--- config.mk ---
export PLATFORM = sky130hd
export DESIGN_NAME = pipelined_csa_adder
export DESIGN_NICKNAME = d
export VERILOG_FILES = /design/src/rtl/arith_pkg.sv /design/src/rtl/pcsa_segment.sv /design/src/rtl/pipelined_csa_adder.sv
export SDC_FILE = /design/constraint.sdc
export NUM_CORES = 1
export LEC_CHECK = 0
export ABC_AREA = 1
export CAP_MARGIN = 40
export CORE_MARGIN = 2
export CORE_UTILIZATION = 42
export DETAILED_ROUTE_END_ITERATION = 8
export SLEW_MARGIN = 20
export SYNTH_ARGS = -nofsm -noshare
export SYNTH_HDL_FRONTEND = slang
export SYNTH_HIERARCHICAL = 1
export SYNTH_SLANG_ARGS = --single-unit
--- constraint.sdc ---
create_clock -name clk -period 3.2 [get_ports clk]
set_clock_uncertainty 0.1 [all_clocks]
set_input_delay 0.48 -clock clk [delete_from_list [all_inputs] [get_ports clk]]
set_output_delay 0.48 -clock clk [all_outputs]
set_load 0.01 [all_outputs]
--- src/rtl/arith_pkg.sv ---
// Shared arithmetic-library package: ceiling division, segment-count and
// segment-width derivation for the pipelined carry-select adder, and the
// {valid, ready} handshake-state encoding used by bench monitors.
package arith_pkg;

    // Handshake state as seen on one side of a valid/ready interface.
    typedef enum logic [1:0] {
        HS_IDLE  = 2'b00,   // no data offered, sink not ready
        HS_READY = 2'b01,   // sink ready, nothing offered (bubble)
        HS_STALL = 2'b10,   // data offered, sink holding off
        HS_XFER  = 2'b11    // transfer fires this cycle
    } hs_state_t;

    function automatic int ceil_div(input int num, input int den);
        return (num + den - 1) / den;
    endfunction

    // Number of pipeline stages: one per segment.
    function automatic int pcsa_stages(input int width, input int seg_width);
        return ceil_div(width, seg_width);
    endfunction

    // Width of the last segment; narrower than seg_width when it does not divide width.
    function automatic int pcsa_last_seg_width(input int width, input int seg_width);
        return width - (pcsa_stages(width, seg_width) - 1) * seg_width;
    endfunction

    // Width of segment k (0-based).
    function automatic int pcsa_seg_width(input int width, input int seg_width, input int k);
        if (k == pcsa_stages(width, seg_width) - 1) begin
            return pcsa_last_seg_width(width, seg_width);
        end
        return seg_width;
    endfunction

    function automatic hs_state_t hs_state(input logic valid, input logic ready);
        return hs_state_t'({valid, ready});
    endfunction

endpackage

--- src/rtl/pcsa_segment.sv ---
// One carry-select segment: both the +0 and +1 candidate sums are formed in
// parallel and the incoming carry selects one. Purely combinational.
module pcsa_segment #(
    parameter int W = 8
) (
    input  logic [W-1:0] a,
    input  logic [W-1:0] b,
    input  logic         ci,
    output logic [W-1:0] s,
    output logic         co
);

    logic [W:0] sum0;
    logic [W:0] sum1;

    // Candidate sums at W+1 bits so the segment carry-out is the true MSB carry.
    always_comb begin
        sum0 = {1'b0, a} + {1'b0, b};
        sum1 = {1'b0, a} + {1'b0, b} + {{W{1'b0}}, 1'b1};
    end

    assign {co, s} = ci ? sum1 : sum0;

endmodule

--- src/rtl/pipelined_csa_adder.sv ---
// Throughput-one pipelined carry-select adder. A WIDTH-bit add is cut into
// SEG_WIDTH segments; stage k resolves segment k using the carry registered by
// stage k-1. Each stage carries the already-resolved low sum bits and only the
// operand bits still pending, so no register bit is dead.
// A single global advance stalls every stage together (bubbles are kept).
// Optional feature: define PIPELINED_CSA_ADDER_CIN_EN to add a carry-in port
// `cin`, sampled with a/b on transfer and used as the segment 0 carry-in.
module pipelined_csa_adder
    import arith_pkg::*;
#(
    parameter int WIDTH     = 32,
    parameter int SEG_WIDTH = 8
) (
    input  logic             clk,
    input  logic             rst_n,
    input  logic             in_valid,
    output logic             in_ready,
    input  logic [WIDTH-1:0] a,
    input  logic [WIDTH-1:0] b,
`ifdef PIPELINED_CSA_ADDER_CIN_EN
    input  logic             cin,
`endif
    output logic             out_valid,
    input  logic             out_ready,
    output logic [WIDTH-1:0] o,
    output logic             c
);

    localparam int STAGES = pcsa_stages(WIDTH, SEG_WIDTH);

    logic advance;
    logic cin0;

    // The whole pipe moves unless a valid result is being held by the sink.
    assign advance  = out_ready | ~out_valid;
    assign in_ready = advance;

`ifdef PIPELINED_CSA_ADDER_CIN_EN
    assign cin0 = cin;
`else
    assign cin0 = 1'b0;
`endif

    for (genvar k = 0; k < STAGES; k++) begin : g_stage
        localparam int LO = k * SEG_WIDTH;                          // first bit of this segment
        localparam int SW = pcsa_seg_width(WIDTH, SEG_WIDTH, k);    // this segment's width
        localparam int HI = LO + SW;                                // bits resolved after this stage
        localparam int PW = WIDTH - HI;                             // operand bits still pending

        logic          v_q;
        logic          cy_q;
        logic [HI-1:0] s_q;

        logic          v_d;
        logic          seg_ci;
        logic [SW-1:0] seg_a;
        logic [SW-1:0] seg_b;
        logic [SW-1:0] seg_s;
        logic          seg_co;
        logic [HI-1:0] s_d;

        if (k == 0) begin : g_head
            assign v_d    = in_valid;
            assign seg_ci = cin0;
            assign seg_a  = a[SW-1:0];
            assign seg_b  = b[SW-1:0];
            assign s_d    = seg_s;
        end else begin : g_body
            assign v_d    = g_stage[k-1].v_q;
            assign seg_ci = g_stage[k-1].cy_q;
            assign seg_a  = g_stage[k-1].g_pend.pa_q[SW-1:0];
            assign seg_b  = g_stage[k-1].g_pend.pb_q[SW-1:0];
            assign s_d    = {seg_s, g_stage[k-1].s_q};
        end

        pcsa_segment #(
            .W (SW)
        ) u_seg (
            .a  (seg_a),
            .b  (seg_b),
            .ci (seg_ci),
            .s  (seg_s),
            .co (seg_co)
        );

        // Valid, carry and resolved sum bits shift forward together on advance.
        always_ff @(posedge clk or negedge rst_n) begin
            if (!rst_n) begin
                v_q  <= 1'b0;
                cy_q <= 1'b0;
                s_q  <= '0;
            end else if (advance) begin
                v_q  <= v_d;
                cy_q <= seg_co;
                s_q  <= s_d;
            end
        end

        if (PW > 0) begin : g_pend
            logic [PW-1:0] pa_q;
            logic [PW-1:0] pb_q;
            logic [PW-1:0] pa_d;
            logic [PW-1:0] pb_d;

            if (k == 0) begin : g_src_in
                assign pa_d = a[WIDTH-1:HI];
                assign pb_d = b[WIDTH-1:HI];
            end else begin : g_src_prev
                assign pa_d = g_stage[k-1].g_pend.pa_q[SW+PW-1:SW];
                assign pb_d = g_stage[k-1].g_pend.pb_q[SW+PW-1:SW];
            end

            // Unresolved upper operand bits ride along with their transaction.
            always_ff @(posedge clk or negedge rst_n) begin
                if (!rst_n) begin
                    pa_q <= '0;
                    pb_q <= '0;
                end else if (advance) begin
                    pa_q <= pa_d;
                    pb_q <= pb_d;
                end
            end
        end
    end

    // The last stage is the output register.
    assign out_valid = g_stage[STAGES-1].v_q;
    assign o         = g_stage[STAGES-1].s_q;
    assign c         = g_stage[STAGES-1].cy_q;

endmodule

======== Word level (Yosys, flattened, before mapping) ========
Cells that the tools add are included.
cells by class
  eq/ne operators ......................... 0
  multipliers ............................. 0
  bitwise logic cells ..................... 2
  shifts and indexed selects .............. 0
  reductions and logical operators ........ 0
  $add $sub $neg .......................... 7
  $lt $le $gt $ge ......................... 0
  divide/modulo/power cells ............... 0
  muxes and demuxes ....................... 3
operators by type and width
  kind                                         count
  adder 8 x 8 -> 9 bit                         4
  adder 9 x 1 -> 9 bit, second input constant  3
  two-way mux 9 bit                            3
  inverter 1 bit                               1
  OR 1 bit                                     1
storage, ports and cells
  input bits .............................. 68
  bits in registers ....................... 184
  output and inout bits ................... 35
  memories ................................ 0
  memory bits (read-only) ................. 0
  word-level logic and storage cells ...... 30
  latch bits .............................. 0
  RAM bits ................................ 0

======== Logic depth before layout (Yosys ltp) ========
Gate-level depths: netlist of run 1.
  word-level depth ........................ 3
  mapped depth ............................ 14
  mapped depth without buffers ............ 14

======== Modules after synthesis ========
Netlist of run 1, hierarchy kept.
by module, submodules not included
  module                                instances  seq. area each (um^2)  cells an instance  area each (um^2)
  pipelined_csa_adder                   1          4,604.4                798                7,206.9
  pcsa_segment at g_stage[0].u_seg ...  3          0.0                    100                621.8
  pcsa_segment at g_stage[2].u_seg      1          0.0                    106                604.3

======== Least setup slack after synthesis of run 1 ========
OpenSTA, ideal clock, no wires.
  path kind ............................... register to register
  from .................................... register g_stage[1].g_pend.pa_q[0]
  to ...................................... register g_stage[2].cy_q
  setup time .............................. 0.117 ns
  path buffers ............................ 0
  data arrival time ....................... 1.938 ns
  clock period less this slack ............ 2.155 ns
  slack ................................... 1.045 ns
  required time ........................... 2.983 ns
  cell stages (with the launch flop) ...... 13
  cells stage by stage .................... dfrtp_1 -> ha_1 -> fa_1 -> ha_1 -> nand2_1 -> nor2_1 -> nand3_2 -> nor2_2 -> nand2_1 -> nand2_1 -> nand2_1 -> nand2_1 -> nand2_1
on the way
  longest elaborated chain between the ends .. 3
RTL lines
  item                      RTL line                                text
  from (decl)               pipelined_csa_adder.sv:100              logic [PW-1:0] pa_q;
  from (signal assigned)    pipelined_csa_adder.sv:119              pa_q <= pa_d;
  adder 8 x 8 -> 9 bit (*)  pcsa_segment.sv:18, pcsa_segment.sv:19
  adder 9 x 1 -> 9 bit      pcsa_segment.sv:19                      sum1 = {1'b0, a} + {1'b0, b} + {{W{1'b0}}, 1'b1};
  two-way mux 9 bit (*)     pcsa_segment.sv:22                      assign {co, s} = ci ? sum1 : sum0;
  via g_stage[2].seg_co     pipelined_csa_adder.sv:59               logic seg_co;
  to (signal assigned)      pipelined_csa_adder.sv:94               cy_q <= seg_co;
  to (decl)                 pipelined_csa_adder.sv:51               logic cy_q;
Mark *: on every way through the listed nets, which the timed path passes. The rest lies on a longest branch.
A chain may end at the register's enable or synchronous reset.

======== Worst setup path in the final report of run 1 ========
Same ends and word-level chain as after synthesis.

==> flow_summary.yaml, run 1 <==
clock_tree:
  clock_latency_ns: 0.43
  clk_path_buf_depth: 2
  clk_pin_slew_ns: 0.07
  cts_sinks: 184
  cts_tree: "built"
  postCtsSetupBuffers: 0
  root_buffer: "clkbuf_16"
  cts_hold_buffers: 0
  cts_resized: 0
  htree_levels: 4
  numCtsBuffers: 17
logic_synthesis:
  synth_top_area_frac: 0.476
  synth-seq-cells: 184
  yosysSeqAreaShare: 0.476
  async_flop_share: 1.00
  netlist_instances: 1204
  synthFlopType: "dfrtp_1"
  synth_area_um2: 9680
  ys_types: 29
  synth_area_leaders: "dfrtp_1 (48%), nand2_1 (19%), nand3_1 (11%)"
  synth_edf_count: 0
  synth.avg_cell_area_um2: 8.04
  post-synth-top-area-cell: "dfrtp_1"
  yosys_warnings: 6
floorplan:
  fp.dieH_um: 156
  start_util: 0.427
  die_area_um2: 24300
  fp.dieW_um: 156
  ioPinCount: 103
  rows: 55
  core_area_um2: 22600
cells_and_area:
  nets: 1382
  design_area_um2: 11500
  drive_gt1_frac: 0.0831
  final_common_cell: "nand2_1"
  seq_area_um2: 4610
  fillers: 2200
  layout_common_cells: "nand2_1 (487), nand3_1 (220), dfrtp_1 (183)"
  multi_input_comb_area_um2: 4530
  antenna_cells: 0
  area_growth_pct: 19.0
power_and_ir_drop:
  p_sw_w: 0.00473
  pwr-share-clk: 0.193
  p_comb_frac: 0.464
  p_sw_frac: 0.412
  p_int_w: 0.00677
  sequentialPowerShare: 0.344
  p_leak_nw: 5.98
  ir_drop_mv: 0.717
  powerDensity_nw_per_um2: 999
timing:
  slew_violations: 0
  rsz0062_at_grt: "no"
  fmax_mhz: 423
  worst_pin_slew_ns: 0.867
  slew_headroom: 0.422
  period_needed_ns: 2.36
  hold_viol_final: 13
  setup_tns_ns: 0
  setup_viol: 0
  timing.hold.ws_ns: -0.0175
  period_share: 0.739
place:
  hpwl_mm: 12.1
  dpl-instance-area_um2: 10900
  gp_congestion: 0.820
  io_buffers: 102
global_route:
  grt_pass1_wl_mm: 35.1
  grt_antenna_before_repair: 0
  grt_pass1_vias: 7553
  grtUsageTotal: 0.175
  grt-ovfl-total: 0
  grt_max_degree: 185
drt:
  via_per_inst: 4.90
  drt_iter0_drc: 409
  dr.pass1.iters: 5
  postRouteAntennaNets: 0
  drc_errors: 0
  wl_mm: 20.2
  routedWlPerCell_um: 12.9
  via_count: 7705
worst_setup_path:
  cp.arrival_ns: 2.58
  cp_max_fo: 3
  r2r_end: "g_stage[2].cy_q"
  r2r_slack_ns: 0.84
  critPathLaunchType: "register"
  cpPeakStageDelay_ns: 0.54
  endpoint_kind: "register"
  cp_common_cell: "nand2_1"
  slowest_stage: "fa_1"
  r2r_cells: 12
  path_class: "reg -> reg"
  rr_startpoint: "g_stage[1].g_pend.pa_q[0]"
  worst_ep_required_time_ns: 3.42
  worstPathCellList: "ha_1, fa_1, ha_1, nand2_1, nor2_1, nand3_2, nor2_2, nand2_1, nand2_1, nand2_1, nand2_1, nand2_1"
status:
  failed_checks: "negative hold slack"
  status: "finished, violations left"
hold_path:
  hold_class: "in -> async"
job:
  drv_cap: 0
[through the flow]
step / std cells / hold slack (ns) / worst slack, ns / total power [W] / util
6_report: 1572 / -0.0175 / 0.835 / 0.0115 / 0.509
5_1_grt: 1572 / 0.0254 / 0.659 / 0.0126 / 0.509
4_1_cts: 1572 / 0.0186 / 0.831 / 0.0117 / 0.509
3_5_place_dp: 1540 / 0.350 / 0.621 / 0.00936 / 0.481
3_3_place_gp: 1540 / 0.353 / 0.686 / 0.00930 / 0.481
2_1_floorplan: 1207 / 0.0844 / 1.04 / 0.00795 / -
[cells in the mapped netlist, types with 2 or more instances]
cell type,instances
a21oi_1,13
buf_2,55
clkbuf_1,4
dfrtp_1,184
fa_1,4
ha_1,36
inv_1,69
inv_2,3
mux2_2,4
nand2_1,488
nand2_2,19
nand2_4,10
nand3_1,220
nand3_2,8
nand3_4,3
nand3b_1,9
nand4_1,2
nor2_1,21
nor2_2,7
nor2_4,7
nor3_1,3
o21ai_0,4
or2_4,4
xnor2_1,14
xor2_1,9
[layout make-up]
cell class,count,area share
tap,285,0.0310
multi-input combinational,891,0.393
clock inverter,13,0.0144
inverter,72,0.0239
timing repair buffer,108,0.0983
sequential,184,0.400
clock buffer,19,0.0393
[state kept, by name, summed over array words and instances (netlist names)]
register	count
c	1
g_stage.cy_q	3
out_valid	1
o	32
g_stage.v_q	3
g_stage.g_pend.pb_q	48
g_stage.g_pend.pa_q	48
g_stage.s_q	48
[critical path: cells and delay by family (launching register included)]
kind / cells / cell delay, ns
fa+ha+maj: 3 / 0.94
simple gates: 9 / 0.84
flops: 1 / 0.38
[power groups by stage]
stage	Sequential, W	Combinational (W)	Clock [W]
floorplan	0.00391	0.00404	0
CTS	0.00397	0.00542	0.00227
finish	0.00395	0.00533	0.00222
global placement	0.00399	0.00531	0
global route	0.00409	0.00613	0.00237
detailed placement	0.00398	0.00538	0
[logic make-up after synthesis]
family                     after synthesis  synth area share
xor gates and xnor gates                23            0.0208
AOI/OAI and AO/OA                       18           0.00957
DFF                                    184             0.476
other                                    1          0.000388
buffers and inverters                  132            0.0583
adders and majority gates               40            0.0548
and+or+nand+nor                        802             0.376
muxes                                    4           0.00465
[routing by layer]
layer / GRT usage / vias to the layer above / share of wire
met5: 0 / - / 0
met4: 0.0406 / 0 / 0.0081
met3: 0.0383 / 13 / 0.032
met2: 0.290 / 108 / 0.46
met1: 0.237 / 3605 / 0.50
li1: - / 3979 / -
[worst max path at each step]
stage | from | endpoint | slack [ns] | cells past startpoint
2_1_floorplan | g_stage[1].g_pend.pa_q[0] | g_stage[2].cy_q | 1.04 | 12
3_3_place_gp | a[0] | g_stage[0].s_q[6] | 0.69 | 12
3_5_place_dp | a[0] | g_stage[0].s_q[6] | 0.62 | 12
4_1_cts | g_stage[1].g_pend.pa_q[0] | g_stage[2].cy_q | 0.83 | 12
5_1_grt | g_stage[1].g_pend.pa_q[0] | g_stage[2].cy_q | 0.66 | 12
6_report | g_stage[1].g_pend.pa_q[0] | g_stage[2].cy_q | 0.84 | 12
(Power assumes the default switching activity.)
==> run 2: changes to the inputs <==
==> constraint.sdc (replaced) <==
create_clock -name clk -period 2.3 [get_ports clk]
set_clock_uncertainty 0.1 [all_clocks]
set_input_delay 0.345 -clock clk [delete_from_list [all_inputs] [get_ports clk]]
set_output_delay 0.345 -clock clk [all_outputs]
set_load 0.01 [all_outputs]
==> run 2 against run 1 <==
The flow now finishes without violations; clock-buffer cell count is 1 lower; worst hold slack better by 0.36 ns; worst setup slack worse by 0.76 ns; final cell count is 0.95% higher; core utilization is 0.59 points higher; first-iteration DRC count is 34% higher; clock power is 34% higher; register-to-register slack worse by 0.76 ns; die area stayed put; non-clock buffer count is 15 higher; global-route usage is 0.23 points higher; critical path depth stayed put.
==> flow_summary.yaml, run 2 (synthesized netlist as in run 1, its figures left out) <==
timing:
  rsz0062_at_grt: "yes"
  setup_viol: 0
  slew_headroom: 0.463
  worst_pin_slew_ns: 0.805
  slew_violations: 0
  period_share: 0.967
  timing.hold.ws_ns: 0.339
  fmax_mhz: 450
  hold_viol_final: 0
  setup_slack_ns: 0.0763
  period_needed_ns: 2.22
drt:
  wl_mm: 20.5
  drc_errors: 0
  routedWlPerCell_um: 12.9
  postRouteAntennaNets: 0
  via_per_inst: 4.92
  dr.pass1.iters: 5
  drt_iter0_drc: 548
  via_count: 7803
place:
  io_buffers: 102
  post-place-ws_ns: -0.109
  hpwl_mm: 12.5
  dpl.cell_count: 1550
  gp_congestion: 0.812
power_and_ir_drop:
  powerDensity_nw_per_um2: 1390
  ir_drop_mv: 0.903
  p_leak_nw: 6.03
cells_and_area:
  final_cells: 1587
  antenna_cells: 0
  layout_common_cells: "nand2_1 (484), nand3_1 (220), dfrtp_1 (183)"
  nets: 1397
  area_growth_pct: 20.4
  drive_gt1_frac: 0.101
  top_regs: "g_stage.g_pend.pa_q (48), g_stage.g_pend.pb_q (48), g_stage.s_q (48)"
  final_core_util: 0.515
  final_common_cell: "nand2_1"
global_route:
  use_met2: 0.289
  grt_antenna_before_repair: 0
  grt_max_degree: 185
  grt-ovfl-total: 0
  grt_pass1_vias: 7500
  met3_usage: 0.0342
  use_met1: 0.248
  grtUsageTotal: 0.178
  grt_pass1_wl_mm: 35.6
  busiest_layer: "met2"
floorplan:
  core_area_um2: 22600
  fp.dieH_um: 156
  start_util: 0.427
  rows: 55
  die_area_um2: 24300
  fp.dieW_um: 156
  ioPinCount: 103
worst_setup_path:
  cp_max_fo: 3
  cp.arrival_ns: 2.44
  worst_ep_required_time_ns: 2.52
  endpoint_kind: "register"
  path_class: "reg -> reg"
  critPathLaunchType: "register"
job:
  drv_cap: 0
clock_tree:
  root_buffer: "clkbuf_16"
  numCtsBuffers: 17
  cts_sinks: 184
  cts_tree: "built"
  clock_latency_ns: 0.43
  clk_pin_slew_ns: 0.07
  clk_path_buf_depth: 2
  htree_levels: 4
status:
  status: "complete, no violations"
hold_path:
  hold_class: "in -> reg"
## run 2: cell count changes in the layout (fill, tap and decap cells not counted), moves of 2 or more
cell | previous run | this run
buf_4 | 1 | 16
clkinv_2 | 2 | 0
nor2_1 | 21 | 19
ha_1 | 36 | 31
nand2_2 | 19 | 21
nor2_4 | 7 | 10
nand2_1 | 487 | 484
ha_2 | 0 | 5
## run 2: power by group
group | total (W) | switching, W | internal, W
clock network | 0.00298 | 0.00132 | 0.00166
registers | 0.00553 | 0.000886 | 0.00464
logic | 0.00769 | 0.00453 | 0.00317
## run 2: metal layers
metal,part of all wire,vias to the layer above
met3,0.031,13
met2,0.46,115
li1,-,3997
met5,0,-
met4,0.0080,0
met1,0.50,3678
## run 2: final timing paths
check | startpoint | to | slack, ns | cells after the start
worst max-delay path | g_stage[2].g_pend.pb_q[0] | c | 0.08 | 12
worst min-delay path | b[9] | g_stage[0].g_pend.pb_q[1] | 0.34 | 3
worst min register to register | g_stage[0].s_q[1] | g_stage[1].s_q[1] | 0.37 | 2
worst max register to register | g_stage[2].g_pend.pb_q[0] | c | 0.08 | 12
max in group asynchronous | rst_n | g_stage[0].g_pend.pa_q[18] | 0.95 | 3
min in group asynchronous | rst_n | o[21] | 0.35 | 2
## run 2: worst max-delay path, cell delays in order, from the launching register on
cell and delay, ns:
dfrtp_1 0.39, ha_2 0.20, fa_1 0.55, ha_2 0.18, nand2_2 0.08, nor2_4 0.13, nand3_4 0.09, nor2_4 0.13
nand2_1 0.06, nand2_1 0.05, nand2_1 0.04, nand2_1 0.05, nand2_1 0.05
## run 2: through the flow
stage,total power (W),cell area (µm²),TNS [ns]
after floorplan,0.0111,9690,0
after global placement,0.0131,11000,-0.0489
after detailed placement,0.0131,11000,-0.109
after CTS,0.0162,11600,0
after global routing,0.0177,11700,-0.102
final,0.0162,11700,0
## run 2: what timing repair did
action | 4_1_cts | 5_1_grt
resized for setup | 1 | 14
setup buffers | 0 | 4
hold buffers | 1 | 0
endpoints found under the setup margin | 1 | 8
pin swaps | 0 | 13
endpoints found under the hold margin | 55 | 0
## run 2: cell type report
type	count	area [µm²]
Clock inverter	14	163
Clock buffer	18	439
Tap cell	285	357
Timing Repair Buffer	123	1230
Multi-Input combinational cell	891	4570
Sequential cell	184	4610
Inverter	72	275
Fill cell	2156	11000
